--- config.mk ---
export PLATFORM = sky130hd
export DESIGN_NAME = vline_gate_flat
export DESIGN_NICKNAME = d
export VERILOG_FILES = /design/src/rtl/vline_gate_if.sv /design/src/rtl/vline_gate.sv /design/src/flat_wrapper.sv
export SDC_FILE = /design/constraint.sdc
export NUM_CORES = 1
export LEC_CHECK = 0
export ABC_AREA = 1
export BUFFER_PORTS_ARGS = -buffer_cell sky130_fd_sc_hd__buf_2
export CORE_MARGIN = 3
export CORE_UTILIZATION = 50
export CTS_BUF_LIST = sky130_fd_sc_hd__clkbuf_8
export CTS_CLUSTER_DIAMETER = 120
export CTS_CLUSTER_SIZE = 25
export DETAILED_ROUTE_END_ITERATION = 10
export PLACE_DENSITY = 0.84
export SYNTH_ARGS = -nofsm -noshare
export SYNTH_HDL_FRONTEND = slang
export SYNTH_SLANG_ARGS = --single-unit
--- constraint.sdc ---
create_clock -name clk -period 3.4 [get_ports clk]
set_input_delay 0 -clock clk [delete_from_list [all_inputs] [get_ports clk]]
set_output_delay 0 -clock clk [all_outputs]
set_load 0.02 [all_outputs]
--- src/rtl/vline_gate_if.sv ---
// rtl/vline_gate_if.sv - control, scan and pixel signals of one vertical wall gate
interface vline_gate_if;
  logic        frame;
  logic        load;
  logic        start;
  logic        freeze;
  logic        flash;
  logic [2:0]  gap_sel;
  logic [15:0] xcoord;
  logic [15:0] ycoord;
  logic        wall_pixel;
  logic        wall_raw;
  logic [15:0] gap_top;
  logic        moving_down;
  logic [7:0]  bounce_cnt;

  modport master (
    output frame, load, start, freeze, flash, gap_sel, xcoord, ycoord,
    input  wall_pixel, wall_raw, gap_top, moving_down, bounce_cnt
  );

  modport slave (
    input  frame, load, start, freeze, flash, gap_sel, xcoord, ycoord,
    output wall_pixel, wall_raw, gap_top, moving_down, bounce_cnt
  );
endinterface

--- src/rtl/vline_gate.sv ---
// rtl/vline_gate.sv - one vertical wall column with a bouncing gap, registered pixel out
module vline_gate #(
  parameter int X_LEFT    = 358,
  parameter int X_RIGHT   = 366,
  parameter int Y_TOP     = 10,
  parameter int Y_BOT     = 470,
  parameter int MARGIN    = 16,
  parameter int GAP_UNIT  = 32,
  parameter int POS_MIN   = 20,
  parameter int POS_MAX   = 440,
  parameter int STEP      = 1,
  parameter int SPEED_DIV = 1
) (
  input  logic         clk,
  input  logic         reset,
  vline_gate_if.slave  bus
);

  localparam int DIV_W = (SPEED_DIV > 1) ? $clog2(SPEED_DIV) : 1;

  localparam logic [1:0] S_IDLE = 2'd0;
  localparam logic [1:0] S_DOWN = 2'd1;
  localparam logic [1:0] S_UP   = 2'd2;

  logic [1:0]       state;
  logic [15:0]      pos;
  logic [15:0]      gap_len;
  logic [DIV_W-1:0] div_cnt;
  logic [7:0]       bounce_cnt;
  logic             wall_raw;
  logic             wall_pixel;

  logic             move_tick;
  logic [16:0]      down_sum;
  logic [16:0]      bot_start;
  logic [15:0]      top_lim;
  logic             in_col;
  logic             seg_top;
  logic             seg_bot;
  logic             raw;

  assign move_tick = bus.frame & ~bus.freeze & (div_cnt == DIV_W'(SPEED_DIV - 1));
  assign down_sum  = {1'b0, pos} + 17'(STEP) + {1'b0, gap_len};

  always_ff @(posedge clk or negedge reset) begin
    if (!reset) begin
      div_cnt <= '0;
      gap_len <= '0;
    end else begin
      if (bus.frame) gap_len <= 16'(bus.gap_sel) * 16'(GAP_UNIT);
      if (bus.frame && !bus.freeze) begin
        if (move_tick) div_cnt <= '0;
        else           div_cnt <= div_cnt + DIV_W'(1);
      end
    end
  end

  // Bounce decisions use the gap length in force before this frame's update.
  always_ff @(posedge clk or negedge reset) begin
    if (!reset) begin
      state      <= S_IDLE;
      pos        <= 16'(POS_MIN);
      bounce_cnt <= '0;
    end else if (bus.load) begin
      state      <= S_IDLE;
      pos        <= 16'(POS_MIN);
      bounce_cnt <= '0;
    end else begin
      case (state)
        S_IDLE: if (bus.start) state <= S_DOWN;
        S_DOWN: if (move_tick) begin
          if (down_sum >= 17'(POS_MAX)) begin
            pos   <= 16'(POS_MAX) - gap_len;
            state <= S_UP;
            if (bounce_cnt != 8'hff) bounce_cnt <= bounce_cnt + 8'd1;
          end else begin
            pos <= pos + 16'(STEP);
          end
        end
        S_UP: if (move_tick) begin
          if (pos <= 16'(POS_MIN + STEP)) begin
            pos   <= 16'(POS_MIN);
            state <= S_DOWN;
            if (bounce_cnt != 8'hff) bounce_cnt <= bounce_cnt + 8'd1;
          end else begin
            pos <= pos - 16'(STEP);
          end
        end
        default: state <= S_IDLE;
      endcase
    end
  end

  // Wide sums keep the segment bounds from wrapping near the ends of the range.
  assign top_lim   = pos - 16'(MARGIN);
  assign bot_start = {1'b0, pos} + {1'b0, gap_len};
  assign in_col    = (bus.xcoord >= 16'(X_LEFT)) && (bus.xcoord <= 16'(X_RIGHT));
  assign seg_top   = in_col && (pos >= 16'(MARGIN)) && (bus.ycoord >= 16'(Y_TOP))
                     && (bus.ycoord <= top_lim);
  assign seg_bot   = in_col && ({1'b0, bus.ycoord} >= bot_start)
                     && (bus.ycoord <= 16'(Y_BOT));
  assign raw       = seg_top | seg_bot;

  always_ff @(posedge clk or negedge reset) begin
    if (!reset) begin
      wall_raw   <= 1'b0;
      wall_pixel <= 1'b0;
    end else begin
      wall_raw   <= raw;
      wall_pixel <= raw & (~bus.freeze | bus.flash);
    end
  end

  assign bus.wall_raw    = wall_raw;
  assign bus.wall_pixel  = wall_pixel;
  assign bus.gap_top     = pos - 16'(MARGIN) + 16'd1;
  assign bus.moving_down = (state == S_DOWN);
  assign bus.bounce_cnt  = bounce_cnt;

endmodule

--- src/flat_wrapper.sv ---
// flat-port wrapper written by rule: the top's interface ports become plain ports
module vline_gate_flat 
#(
  parameter int X_LEFT    = 358,
  parameter int X_RIGHT   = 366,
  parameter int Y_TOP     = 10,
  parameter int Y_BOT     = 470,
  parameter int MARGIN    = 16,
  parameter int GAP_UNIT  = 32,
  parameter int POS_MIN   = 20,
  parameter int POS_MAX   = 440,
  parameter int STEP      = 1,
  parameter int SPEED_DIV = 1
)
  (clk, reset, bus_frame, bus_load, bus_start, bus_freeze, bus_flash, bus_gap_sel, bus_xcoord, bus_ycoord, bus_wall_pixel, bus_wall_raw, bus_gap_top, bus_moving_down, bus_bounce_cnt);
  vline_gate_if bus_i ();
  input  logic clk;
  input  logic reset;
  input wire logic [$bits(bus_i.frame)-1:0] bus_frame;
  input wire logic [$bits(bus_i.load)-1:0] bus_load;
  input wire logic [$bits(bus_i.start)-1:0] bus_start;
  input wire logic [$bits(bus_i.freeze)-1:0] bus_freeze;
  input wire logic [$bits(bus_i.flash)-1:0] bus_flash;
  input wire logic [$bits(bus_i.gap_sel)-1:0] bus_gap_sel;
  input wire logic [$bits(bus_i.xcoord)-1:0] bus_xcoord;
  input wire logic [$bits(bus_i.ycoord)-1:0] bus_ycoord;
  output wire logic [$bits(bus_i.wall_pixel)-1:0] bus_wall_pixel;
  output wire logic [$bits(bus_i.wall_raw)-1:0] bus_wall_raw;
  output wire logic [$bits(bus_i.gap_top)-1:0] bus_gap_top;
  output wire logic [$bits(bus_i.moving_down)-1:0] bus_moving_down;
  output wire logic [$bits(bus_i.bounce_cnt)-1:0] bus_bounce_cnt;
  assign bus_i.frame = bus_frame;
  assign bus_i.load = bus_load;
  assign bus_i.start = bus_start;
  assign bus_i.freeze = bus_freeze;
  assign bus_i.flash = bus_flash;
  assign bus_i.gap_sel = bus_gap_sel;
  assign bus_i.xcoord = bus_xcoord;
  assign bus_i.ycoord = bus_ycoord;
  assign bus_wall_pixel = bus_i.wall_pixel;
  assign bus_wall_raw = bus_i.wall_raw;
  assign bus_gap_top = bus_i.gap_top;
  assign bus_moving_down = bus_i.moving_down;
  assign bus_bounce_cnt = bus_i.bounce_cnt;
  vline_gate #(.X_LEFT(X_LEFT), .X_RIGHT(X_RIGHT), .Y_TOP(Y_TOP), .Y_BOT(Y_BOT), .MARGIN(MARGIN), .GAP_UNIT(GAP_UNIT), .POS_MIN(POS_MIN), .POS_MAX(POS_MAX), .STEP(STEP), .SPEED_DIV(SPEED_DIV)) u_core (.clk(clk), .reset(reset), .bus(bus_i));
endmodule
==> reports/summary.md <==
Summing all multi-input logic gate instances after layout gives 0.00294 mm². The synthesized cell area is 0.00415 mm², and the number of design-rule violations left by the first detailed-router iteration is 419. The slew at the pin closest to its max-slew limit was 946 ps. Across every metal layer, demand over resource in global routing totals 25.4%. The number of placed instances, taps included, is 812. Synthesis produced a netlist with a net count of 735.

The synthesized netlist contains 45 unique library cells. For the finished layout, the period the worst path requires is 3130 ps. The mean area per synthesized cell was 6.37 µm²; the switching power was 1520 µW. After detailed routing, the number of remaining DRC violations is 0.

Total global routing overflow: 0. Yosys printed 0 warnings. Setup violations remaining at the end of the flow were counted as 0. The final critical path takes up 92.2% of the cycle.

Counting flops with an async set or reset pin after synthesis yields a share of 100%. The via count of the first global-routing pass is 4287. The HPWL after detailed placement is 9690 µm. The initialized floorplan defines 32 standard-cell rows. The worst hold path passes through 2 cells. In this run the critical register-to-register path is captured at u_core.bus.wall_pixel. Setup repair after global routing left no endpoint under its margin. On the final layout, the worst hold slack is 11.7 ps.

The top cell type by area accounts for 18.1% of the synthesized area. The root buffer cell chosen for the clock tree is clkbuf_8. The global placer's final weighted congestion was 0.975. The tools report the aggregate negative setup slack as 0 ps.

TritonCTS built the clock tree. The worst setup path is of the flop to flop kind. For this block, the via count after detailed routing is 4601.

The x dimension of the die is 97.1 µm, and the gate count after technology mapping is 651. Net switching is 54.1% of the power. STA classifies the critical path startpoint as a flop. The sequential group share of total power was 20.7%. For this design the static power due to leakage is 0.00247 µW. In this run the most critical hold path is launched from bus_frame. The worst-case register-to-register setup slack is 270 ps. Summing the sequential cell areas from Yosys gives 19.4% of the chip area. Insertion delay to the later sink of the worst-skew pair: 300 ps.

The count of final hold-check violations is 0. The worst hold path terminates at u_core.gap_len[6]. Clock tree synthesis inserted a total of 5 buffers. In this run the standard cell core region covers 0.00789 mm². The global-route wire length before repair is 20000 µm, and the biggest cell delay along the critical path is 480 ps. The dominant delay contributor by cell family on the critical path is simple AND/OR/NAND/NOR gates. For the design internal power, the log shows 1290 µW. In this run the critical register-to-register path is launched from u_core.pos[5].

Across the VDD grid, the largest voltage drop is 0.000372 V. For this design, the slowest cell found on the critical path is fa_1. The logs give 0 for the max-slew violation count and 0 for the number of antenna repair diodes. After detailed placement, the total cell area comes to 0.00456 mm².

The pre-CTS setup slack is 230 ps, and the initial antenna violation count is 0. The clock drives 32 sinks. STA puts the critical path data required time at 3630 ps. The number of buffer and inverter stages on the critical path works out to 1.

Per report_power, the clock group accounts for 13.8% of the total. The antenna violation net count after detailed routing is 0. 69 I/O pins were placed. The logs give 805 µm² for the area taken by flip-flops and latches and 826 for the number of non-filler instances in the completed layout. The post-synthesis sequential element count came out at 32. The commonest non-fill, non-tap cell in the layout is nand2_1.

First-pass iteration count of the detailed router: 6. After synthesis, the cell types taking the most area are dfrtp_1 18%, nand2_1 15%, ha_1 12%, xor2_1 8.2%, nor2_1 7.5%. The clock input transition at the sequential cells of the worst setup and hold paths was 90 ps. The number of buffer cells added on primary ports was 68.

The most used flip-flop cell after synthesis is dfrtp_1. The dominant cell type by count on the critical path was nand2_1. The run gives 2 as the buffer depth of the longest clock path. Cells with a size suffix above 1 make up 16.4% of the layout.

Max-cap violations in this run came to 0. The logs give 0.00942 mm² for the die footprint and 36.4% for the relative slew slack. Net total in the final layout: 807. The final clock skew is 10.2 ps. The library cells used most frequently in the layout, excluding fill and tap cells, are 163 x nand2_1, 83 x nor2_1, 79 x inv_1.

The area growth from synthesis to final layout was 14.3%; the arrival time at the worst endpoint was 3370 ps. For the summed area of non-filler cells in the final layout, the log shows 0.00474 mm². Power spread over the standard cell area amounts to 594 mW/mm².

The post-detailed-route wirelength per cell works out to 14.7 µm. In the routed layout, each cell is associated on average with a via count of 5.57. The number of cells on the worst reg-to-reg path is 19.

Worst setup margin: 266 ps. The number of fillers in the final layout is 771, and the height of the die is 97.1 µm. In this run the worst path has a maximum fanout of 9.

The combinational power share is 65.5%. Sort of element at the end of the critical path: a flop. Summed over all layers, the routed wires come to 12100 µm. The signal on the critical path passes through ha_1, inv_1, fa_1, o21ai_4, nand2_1, xor2_1, ha_1, nand4_1, nor2_1, nand2_1, nand2_1, nand2_1, nand2_1, nand2_1, nand2_1, nand2_1, nand2_1, nand2_1, nor2_1. The maximum level of the CTS H-tree came out at 2. The timing-limited maximum frequency is 319 MHz. Yosys mapped a number of flops with a built-in enable equal to 0. The type of the worst min-delay path is primary input to flop. For this configuration, the core starts out at a cell density of 52.6%. Entering global routing, the biggest net connects 33 pins. The flow ran to the end, and the final reports show no timing, DRC or antenna violations. Buffers added to address setup during post-CTS repair amount to 0. The biggest area consumer among synthesized cells was dfrtp_1.
[registers in the layout, indices dropped and copies added (netlist names)]
signal                 flops
u_core.bus.wall_pixel      1
u_core.gap_len             3
u_core.div_cnt             1
u_core.pos                16
u_core.state               2
u_core.bus.wall_raw        1
u_core.bus.bounce_cnt      8
[per-stage QoR]
step                      util (%)  power, µW
after floorplan                  -       1910
after global placement        57.8       2310
after detailed placement      57.8       2370
after CTS                     60.0       2770
after global routing          60.1       3050
final                         60.1       2820
[routing by layer]
layer  global-route usage, %  wire, µm
met1                    33.1      5080
met2                    43.5      5680
met3                    3.88      1060
met4                    7.45       279
met5                       0         0
[synth_stat cells, types with 2 or more instances]
cell type	number
nand3_2	2
nand2_2	8
buf_2	6
nand2_4	2
buf_4	3
inv_1	79
nand3b_1	6
dfrtp_1	30
mux2_2	2
inv_2	2
nor2_4	2
dfstp_2	2
nor2_2	6
or2_2	5
nand2_1	163
nand4_1	14
ha_1	41
clkinv_1	2
clkbuf_1	4
a21oi_1	26
nand3_1	60
nor3_1	9
xor2_1	39
o21ai_0	32
nor2_1	83
o21ai_2	3
a31oi_1	2
[power groups by stage]
stage          registers (µW)  clock network [µW]  logic [µW]
3_5_place_dp              586                   0        1780
3_3_place_gp              579                   0        1730
4_1_cts                   579                 394        1800
5_1_grt                   596                 410        2050
6_report                  584                 389        1840
2_1_floorplan             534                   0        1370
[kinds of logic after synthesis]
kind of cell / after synthesis / synth area share [%]
AOI/OAI and AO/OA: 73 / 9.86
xor gates and xnor gates: 39 / 8.24
muxes: 2 / 0.543
adders and majority gates: 42 / 12.9
and+or+nand+nor: 365 / 39.2
DFF: 32 / 19.4
buffers and inverters: 98 / 9.95
[worst reg2reg max path, cell delays in order, from the launching register on]
cell     delay, ps
dfrtp_2        460
ha_1           240
inv_1           90
fa_1           480
o21ai_4        250
nand2_1        120
xor2_1         160
ha_1           300
nand4_1        140
nor2_1         200
nand2_1         80
nand2_1         70
nand2_1         50
nand2_1         50
nand2_1         50
nand2_1         50
nand2_1         40
nand2_1         90
nand2_1         70
nor2_1          80
[worst max path at each step]
stage,start,end,cells after the start,slack [ps]
4_1_cts,u_core.pos[5],u_core.bus.wall_pixel,19,210
6_report,u_core.pos[5],u_core.bus.wall_pixel,19,270
3_5_place_dp,u_core.pos[5],u_core.bus.wall_pixel,19,230
3_3_place_gp,u_core.pos[5],u_core.bus.wall_pixel,19,420
2_1_floorplan,u_core.pos[6],u_core.bus.wall_pixel,19,740
5_1_grt,u_core.pos[4],u_core.bus.wall_pixel,20,20
[layout make-up]
cell class | count | area share (%)
multi-input combinational | 521 | 62.0
sequential | 32 | 17.0
timing repair buffer | 80 | 9.40
inverter | 83 | 6.57
tap | 102 | 2.69
clock buffer | 5 | 1.45
clock inverter | 3 | 0.898
[timing repair]
item                                    CTS  global route
endpoints found under the setup margin    0             2
hold endpoints to repair                 35             0
resized for setup                         0             2
hold buffers                              6             0
No activity file was read; power rests on OpenSTA's default activity.
